==> config.mk <==
export PLATFORM = sky130hd
export DESIGN_NAME = ball_animator
export DESIGN_NICKNAME = d
export VERILOG_FILES = /design/src/rtl/ball_animator.sv
export SDC_FILE = /design/constraint.sdc
export NUM_CORES = 1
export LEC_CHECK = 0
export BUFFER_PORTS_ARGS = -buffer_cell sky130_fd_sc_hd__buf_2
export CAP_MARGIN = 25
export CORE_ASPECT_RATIO = 1.75
export CORE_MARGIN = 4
export CORE_UTILIZATION = 48
export CTS_CLUSTER_SIZE = 14
export DETAILED_ROUTE_END_ITERATION = 8
export PLACE_DENSITY_LB_ADDON = 0.08
export SLEW_MARGIN = 10
export SYNTH_ARGS = -nofsm -noshare
export SYNTH_HDL_FRONTEND = slang
export SYNTH_SLANG_ARGS = --single-unit
==> constraint.sdc <==
create_clock -name clk -period 9.02 [get_ports clk]
set_clock_uncertainty 0.1 [all_clocks]
set_input_delay 0.451 -clock clk [delete_from_list [all_inputs] [get_ports clk]]
set_output_delay 0.451 -clock clk [all_outputs]
set_load 0.01 [all_outputs]
==> src/rtl/ball_animator.sv <==
// rtl/ball_animator.sv - per-frame motion engine for three metaballs with edge reflection
//
// Advances three ball centres once per frame and publishes them together.
// A frame tick is the falling edge of vsync, sampled against its registered
// copy. Each tick runs one working-register update per ball over three
// cycles, then a commit cycle copies the whole set to the outputs.
//
// Ports:
//   clk            pixel clock
//   rst_n          asynchronous active-low reset
//   vsync          active-low vertical sync, synchronous to clk
//   pause          1 = discard frame ticks
//   ballN_x/_y     published ball centres (10 bits each)
//   busy           high from tick acceptance until commit
//   frame_done     one-cycle pulse when new positions are published
//   frame_cnt      count of committed updates, wraps at 256
module ball_animator #(
    parameter int SCREEN_WIDTH  = 640,
    parameter int SCREEN_HEIGHT = 480,
    parameter int MARGIN        = 16
) (
    input  logic       clk,
    input  logic       rst_n,
    input  logic       vsync,
    input  logic       pause,
    output logic [9:0] ball0_x,
    output logic [9:0] ball0_y,
    output logic [9:0] ball1_x,
    output logic [9:0] ball1_y,
    output logic [9:0] ball2_x,
    output logic [9:0] ball2_y,
    output logic       busy,
    output logic       frame_done,
    output logic [7:0] frame_cnt
);

    localparam logic signed [10:0] MARGIN_S  = 11'(MARGIN);
    localparam logic signed [10:0] X_LIMIT_S = 11'(SCREEN_WIDTH - 1 - MARGIN);
    localparam logic signed [10:0] Y_LIMIT_S = 11'(SCREEN_HEIGHT - 1 - MARGIN);

    typedef enum logic [1:0] {
        IDLE   = 2'd0,
        UPD    = 2'd1,
        COMMIT = 2'd2
    } state_e;

    state_e     state_q, state_d;
    logic [1:0] idx_q, idx_d;
    logic       vsync_q;
    logic       tick;

    // Working set: updated one ball per cycle while in UPD.
    logic [9:0] px_q [3];
    logic [9:0] py_q [3];
    logic [3:0] vx_q [3];
    logic [3:0] vy_q [3];

    // Published set: only ever written all at once in COMMIT.
    logic [9:0] pub_x_q [3];
    logic [9:0] pub_y_q [3];
    logic       frame_done_q;
    logic [7:0] frame_cnt_q;

    logic [13:0] x_res, y_res;

    // Returns {new_position, new_velocity}. Sum is formed in 11-bit signed so
    // a step below zero or past 1023 is still compared correctly.
    function automatic logic [13:0] step_axis(input logic [9:0] p,
                                              input logic [3:0] v,
                                              input logic signed [10:0] lim);
        logic signed [10:0] n;
        n = $signed({1'b0, p}) + $signed({{7{v[3]}}, v});
        if (n < MARGIN_S) begin
            step_axis = {MARGIN_S[9:0], -v};
        end else if (n > lim) begin
            step_axis = {lim[9:0], -v};
        end else begin
            step_axis = {n[9:0], v};
        end
    endfunction

    assign tick = vsync_q & ~vsync;

    always_comb begin
        x_res = step_axis(px_q[idx_q], vx_q[idx_q], X_LIMIT_S);
        y_res = step_axis(py_q[idx_q], vy_q[idx_q], Y_LIMIT_S);
    end

    always_comb begin
        state_d = state_q;
        idx_d   = idx_q;
        case (state_q)
            IDLE: begin
                if (tick && !pause) begin
                    state_d = UPD;
                    idx_d   = 2'd0;
                end
            end
            UPD: begin
                idx_d = idx_q + 2'd1;
                if (idx_q == 2'd2) begin
                    state_d = COMMIT;
                end
            end
            COMMIT: begin
                state_d = IDLE;
            end
            default: begin
                state_d = IDLE;
            end
        endcase
    end

    always_ff @(posedge clk or negedge rst_n) begin
        if (!rst_n) begin
            state_q <= IDLE;
            idx_q   <= 2'd0;
            vsync_q <= 1'b1;
        end else begin
            state_q <= state_d;
            idx_q   <= idx_d;
            vsync_q <= vsync;
        end
    end

    always_ff @(posedge clk or negedge rst_n) begin
        if (!rst_n) begin
            px_q[0] <= 10'd160;  py_q[0] <= 10'd120;
            px_q[1] <= 10'd320;  py_q[1] <= 10'd240;
            px_q[2] <= 10'd480;  py_q[2] <= 10'd360;
            vx_q[0] <= 4'sd2;    vy_q[0] <= 4'sd1;
            vx_q[1] <= -4'sd3;   vy_q[1] <= 4'sd2;
            vx_q[2] <= 4'sd1;    vy_q[2] <= -4'sd3;
        end else if (state_q == UPD) begin
            px_q[idx_q] <= x_res[13:4];
            vx_q[idx_q] <= x_res[3:0];
            py_q[idx_q] <= y_res[13:4];
            vy_q[idx_q] <= y_res[3:0];
        end
    end

    always_ff @(posedge clk or negedge rst_n) begin
        if (!rst_n) begin
            pub_x_q[0]   <= 10'd160;  pub_y_q[0] <= 10'd120;
            pub_x_q[1]   <= 10'd320;  pub_y_q[1] <= 10'd240;
            pub_x_q[2]   <= 10'd480;  pub_y_q[2] <= 10'd360;
            frame_done_q <= 1'b0;
            frame_cnt_q  <= 8'd0;
        end else begin
            frame_done_q <= (state_q == COMMIT);
            if (state_q == COMMIT) begin
                for (int i = 0; i < 3; i++) begin
                    pub_x_q[i] <= px_q[i];
                    pub_y_q[i] <= py_q[i];
                end
                frame_cnt_q <= frame_cnt_q + 8'd1;
            end
        end
    end

    assign busy       = (state_q != IDLE);
    assign frame_done = frame_done_q;
    assign frame_cnt  = frame_cnt_q;
    assign ball0_x    = pub_x_q[0];
    assign ball0_y    = pub_y_q[0];
    assign ball1_x    = pub_x_q[1];
    assign ball1_y    = pub_y_q[1];
    assign ball2_x    = pub_x_q[2];
    assign ball2_y    = pub_y_q[2];

endmodule

After elaboration in Yosys (flattened, before gate mapping)
Index checks and enable logic that the tools add are counted.

Flip-flop bits (word level): 158. Input bits: 4. Logic and storage cells: 80.

Add/subtract/negate cells: 6. $lt $le $gt $ge: 6. Eq/ne operators: 5. Muxes and demuxes: 29. Bitwise logic cells: 3. Reduce and logical (&&, ||, !) cells: 8.

Operators with widths (count): 30-bit bitwise mux (2); 14-bit two-way mux (4); 10-bit two-way mux (5); 10-bit binary-select mux with 2-bit select (2); 12-bit bitwise mux (2); 11-bit by 4-bit adder with 11-bit output (2); 11-bit by 6-bit < comparator with 1-bit output, second input constant (2); 10-bit demux with 2-bit select (1); 4-bit two-way mux (5); 4-bit binary-select mux with 2-bit select (2); 11-bit by 10-bit > comparator with 1-bit output, second input constant (1); 11-bit > comparator, second input constant (1); 8-bit by 1-bit adder with 8-bit output, second input constant (1); 4-bit demux with 2-bit select (1); 4-bit negator (2); 2-bit one-hot mux with 2 select lines (2); 2-bit two-way mux (3); 2-bit equality test, second input constant (2); 2-bit inequality test, second input constant (2); 2-bit AND reduction (2); 2-bit nonzero test (2); 3-bit greater-or-equal comparator, second input constant (1); 3-bit by 1-bit < comparator with 1-bit output, second input constant (1); 2-bit inverter with 3-bit output (1); other kinds (7) (8).

Longest topological paths before layout
Word-level depth: 9. Gate-level depth with buffers: 17. Mapped depth without buffers: 15.

Least setup slack after synthesis
OpenSTA, ideal clock, no wires.

Kind: flip-flop to flip-flop. Start point: register idx_q[1]. End point: register vx_q[1] (netlist bit). Library setup time: 0.146 ns. Arrival: 3.865 ns. Data required time: 8.774 ns. Setup slack: 4.909 ns. Stages on the path, launching flop included: 17. Period minus slack after synthesis: 4.111 ns. Cells stage by stage: dfrtp_1 -> buf_1 -> buf_1 -> mux2i_1 -> o21ai_0 -> ha_1 -> inv_1 -> fa_1 -> nor2b_1 -> o31a_1 -> or4_1 -> nand3_1 -> or4_4 -> o211a_1 -> buf_4 -> nand2_4 -> o311ai_1.

Longest elaborated chain between the ends: 9.

RTL lines: from (decl) (line 48) `logic [1:0] idx_q, idx_d;`; from (signal assigned) (line 121) `idx_q <= idx_d;`; 2-bit inverter with 3-bit output (implied by the code) (*) (line 85, 136); 10-bit binary-select mux with 2-bit select / 4-bit binary-select mux with 2-bit select (equally long branches) (line 85) `x_res = step_axis(px_q[idx_q], vx_q[idx_q], X_LIMIT_S);`; 10-bit two-way mux (implied by the code) / 4-bit two-way mux (equally long branches) (2 in a row) (line 85); 11-bit by 4-bit adder with 11-bit output (line 72) `n = $signed({1'b0, p}) + $signed({{7{v[3]}}, v});`; 11-bit > comparator (line 75) `end else if (n > lim) begin`; 14-bit two-way mux (line 75); 14-bit two-way mux (line 73) `if (n < MARGIN_S) begin`; 12-bit bitwise mux (*) (line 136) `vx_q[idx_q] <= x_res[3:0];`; to (signal, indexed assignment) (line 136); to (decl) (line 55) `logic [3:0] vx_q [3];`.

Mark *: on every way between the ends. The rest lies on a longest branch, timed or not. The select of a mux whose other input is x is not followed. A chain may end at the register's enable or synchronous reset.

Worst setup path after layout
Start point: register idx_q[1]. End point: register px_q[26] (netlist bit).

Longest elaborated chain between the ends: 9.

RTL lines: 2-bit inverter with 3-bit output (implied by the code) (*) (line 85, 135); 10-bit binary-select mux with 2-bit select / 4-bit binary-select mux with 2-bit select (equally long branches) (line 85); 10-bit two-way mux (implied by the code) / 4-bit two-way mux (equally long branches) (2 in a row) (line 85); 11-bit by 4-bit adder with 11-bit output (line 72); 11-bit > comparator (line 75); 14-bit two-way mux (line 75); 14-bit two-way mux (line 73); 30-bit bitwise mux (*) (line 135) `px_q[idx_q] <= x_res[13:4];`; to (signal, indexed assignment) (line 135); to (decl) (line 53) `logic [9:0] px_q [3];`.

Marks and branches as above.

==> results.json <==
{
  "synth_cell_type_count": 66,
  "grt_usage_pct": 22.6,
  "crit_path_end": "px_q[26]",
  "clkTransAtPathRegs_ns": 0.07,
  "viasPerCell": 5.45,
  "grt_first_pass_wirelength_mm": 34.3,
  "firstDrtPassIters": 4,
  "reg2reg_to": "px_q[26]",
  "relSlewSlack_pct": 47.9,
  "dpl.hpwl_mm": 14.5,
  "synth_edf_count": 0,
  "die-area_mm2": 0.0191,
  "antenna_found_initial": 0,
  "fmax_ghz": 0.216,
  "wl_per_cell_um": 17.2,
  "startpoint_type": "register",
  "synth_flop_cell": "dfrtp_1",
  "cp.depth": 14,
  "setup_slack_ns": 4.39,
  "layout-drive-gt1-share_pct": 20.3,
  "cp-startpoint": "idx_q[1]",
  "hold_path.class": "input port to register",
  "die-width_um": 106,
  "drt-initial-drc-count": 208,
  "period_minus_slack_ns": 4.63,
  "post_cts_buffers": 0,
  "rsz0062_at_grt": "no",
  "crit_chain": "buf_4 -> mux2i_1 -> nor2_1 -> a21oi_1 -> inv_2 -> ha_1 -> nand2_1 -> nor3_1 -> a21oi_4 -> xnor2_1 -> or4_4 -> o211ai_2 -> nor2_1 -> a22o_1",
  "cts_max_level": 4,
  "diodes": 0,
  "insertion_delay_ns": 0.43,
  "timing.rr.start": "idx_q[1]",
  "worst_slew_pin_slew_ns": 0.776,
  "area_delta_synth_final_pct": 15.0,
  "die_y_um": 180,
  "maxCapViolations": 0,
  "tns_ns": 0,
  "timing.final.crit_share_pct": 51.3,
  "finalSetupViolCount": 0,
  "final_nets": 995,
  "finalHoldViolations": 0,
  "slew_viol_final": 0,
  "crit_family": "compound AO/OA/AOI/OAI gates",
  "cts.sinks": 158,
  "powerDensity_mw_per_mm2": 312,
  "rrSetupSlack_ns": 4.39,
  "route.detailed.drc": 0,
  "ioPinCount": 74,
  "layout_commonest_cell": "nand2_1",
  "r2r_cells": 14,
  "preCtsSetupSlack_ns": 4.42,
  "num_rows": 62,
  "start_util_pct": 49.2,
  "syn_nets": 935,
  "crit_arrival_ns": 4.85,
  "cts_tree": "built",
  "ys_ff_latch": 158,
  "worst-path-buf-inv": 2,
  "grt-ovfl-total": 0,
  "final_core_util_pct": 56.6,
  "synth_cells": 903,
  "cts_buffer_depth": 2,
  "status": "finished clean",
  "cpPeakStageDelay_ns": 0.54,
  "critical_path_class": "register to register",
  "layout_common_cells": "278 x nand2_1, 106 x dfrtp_1, 77 x o21ai_0",
  "numCtsBuffers": 17,
  "io_buffers": 73,
  "fp.coreArea_mm2": 0.0165,
  "netlist_area_mm2": 0.00812,
  "required_ns": 9.25,
  "gp_congestion": 0.918,
  "ys_async_sr_fraction_pct": 100,
  "grt_max_degree": 82,
  "routed_wl_mm": 20.7,
  "grt_pass1_vias": 6664,
  "ir_drop_mv": 0.155,
  "num_vias": 6545,
  "p_leak_uw": 0.00456,
  "avgSynthCellArea_um2": 9.00,
  "ys_seq_area_share_pct": 49.5,
  "antenna_left": 0,
  "cpMaxStageDelayCell": "or4_4",
  "cts-root-buf": "clkbuf_16",
  "crit_fanout": 32,
  "worst_path_most_repeated_cell": "nor2_1",
  "crit_path_end_kind": "register",
  "yosys_warnings": 0
}
## report_power, final
| group | switching, uW | internal [uW] | leakage, uW |
|---|---|---|---|
| clock | 319 | 419 | 0.000291 |
| sequential | 89.1 | 879 | 0.00198 |
| combinational | 816 | 389 | 0.00229 |
## area by class of cell
| type | instances | area, um^2 |
|---|---|---|
| sequential | 158 | 4020 |
| clock inverter | 14 | 179 |
| timing repair buffer | 87 | 512 |
| fill | 1520 | 7180 |
| clock buffer | 18 | 429 |
| tap | 224 | 280 |
| multi-input combinational | 679 | 3850 |
| inverter | 20 | 75.1 |
## Yosys cell counts, types with 3 or more instances
library cell	instances	area (um^2)
a21boi_0	3	22.5
a21oi_1	25	125
a21oi_2	3	26.3
a22o_1	13	114
a22oi_1	6	45.0
and2_0	3	18.8
and2_1	3	18.8
and3_1	6	37.5
buf_1	3	11.3
clkbuf_1	40	150
dfrtp_1	107	2680
dfstp_2	51	1340
ha_1	26	325
inv_1	18	67.6
mux2i_1	29	290
nand2_1	278	1040
nand2b_1	5	31.3
nand3_1	22	110
nand4_1	10	62.6
nor2_1	40	150
nor2b_1	8	50.1
nor3_1	18	90.1
o211ai_1	6	45.0
o21a_1	5	37.5
o21ai_0	77	385
o21ai_1	16	80.1
o311ai_1	3	26.3
o31ai_1	12	90.1
o31ai_2	3	37.5
or4_1	3	22.5
xnor2_1	14	123
xor2_1	5	43.8
## cells by family (layout without fill, tap and decap cells)
logic type      after synthesis  count (layout)  synth area share, %
fa+ha+maj                    28              28                 4.50
flops                       158             158                 49.5
simple gates                407             407                 21.4
xor+xnor                     19              19                 2.05
compound gates              196             196                 15.8
mux                          29              29                 3.57
buf+inv                      66             139                 3.20
## worst reg2reg max path: cells and delay by family (launching register included)
family	cells	cell delay (ns)
AOI/OAI and AO/OA	4	1.26
xor gates and xnor gates	1	0.17
adders and majority gates	1	0.44
buffers and inverters	2	0.70
DFF	1	0.34
muxes	1	0.26
and+or+nand+nor	5	1.26
## worst min path at each step
stage / to / cells after the start / slack (ns) / start
after floorplan: ball0_x[0] / 0 / 0.06 / rst_n
after global placement: ball0_y[5] / 2 / 0.35 / ball0_y[5]
after detailed placement: ball0_y[4] / 2 / 0.35 / ball0_y[4]
after CTS: vsync_q / 1 / 0.02 / vsync
after global routing: vsync_q / 1 / 0.02 / vsync
final: vsync_q / 1 / 0.03 / vsync
## flip-flops by register name, summed over array words and instances (netlist names), 8 cells and up
register / count
px_q: 30
vy_q: 12
py_q: 30
ball2_x: 10
ball1_x: 10
ball0_y: 10
frame_cnt: 8
ball2_y: 10
ball0_x: 10
ball1_y: 10
vx_q: 12
## per-stage QoR
step	std cells	hold WS (ns)	power, uW	cell area (um^2)
final	1200	0.0298	2910	9340
after floorplan	903	0.0554	1830	8120
after detailed placement	1166	0.348	2190	8700
after global placement	1165	0.346	2170	8680
after global routing	1200	0.0171	3120	9340
after CTS	1199	0.0166	2940	9320
## repair_timing
action,in CTS,in global routing
hold buffers,1,0
endpoints found under the hold margin,36,0
resized for setup,0,0
## metal layers
metal / track usage, % / routed length (um) / vias to the layer above
met2: 42.4 / 11400 / 105
met4: 7.42 / 459 / 0
met5: 0 / 0 / -
met1: 25.8 / 8300 / 3178
li1: - / - / 3229
met3: 3.01 / 486 / 33
No activity file was read; power rests on OpenSTA's default activity.
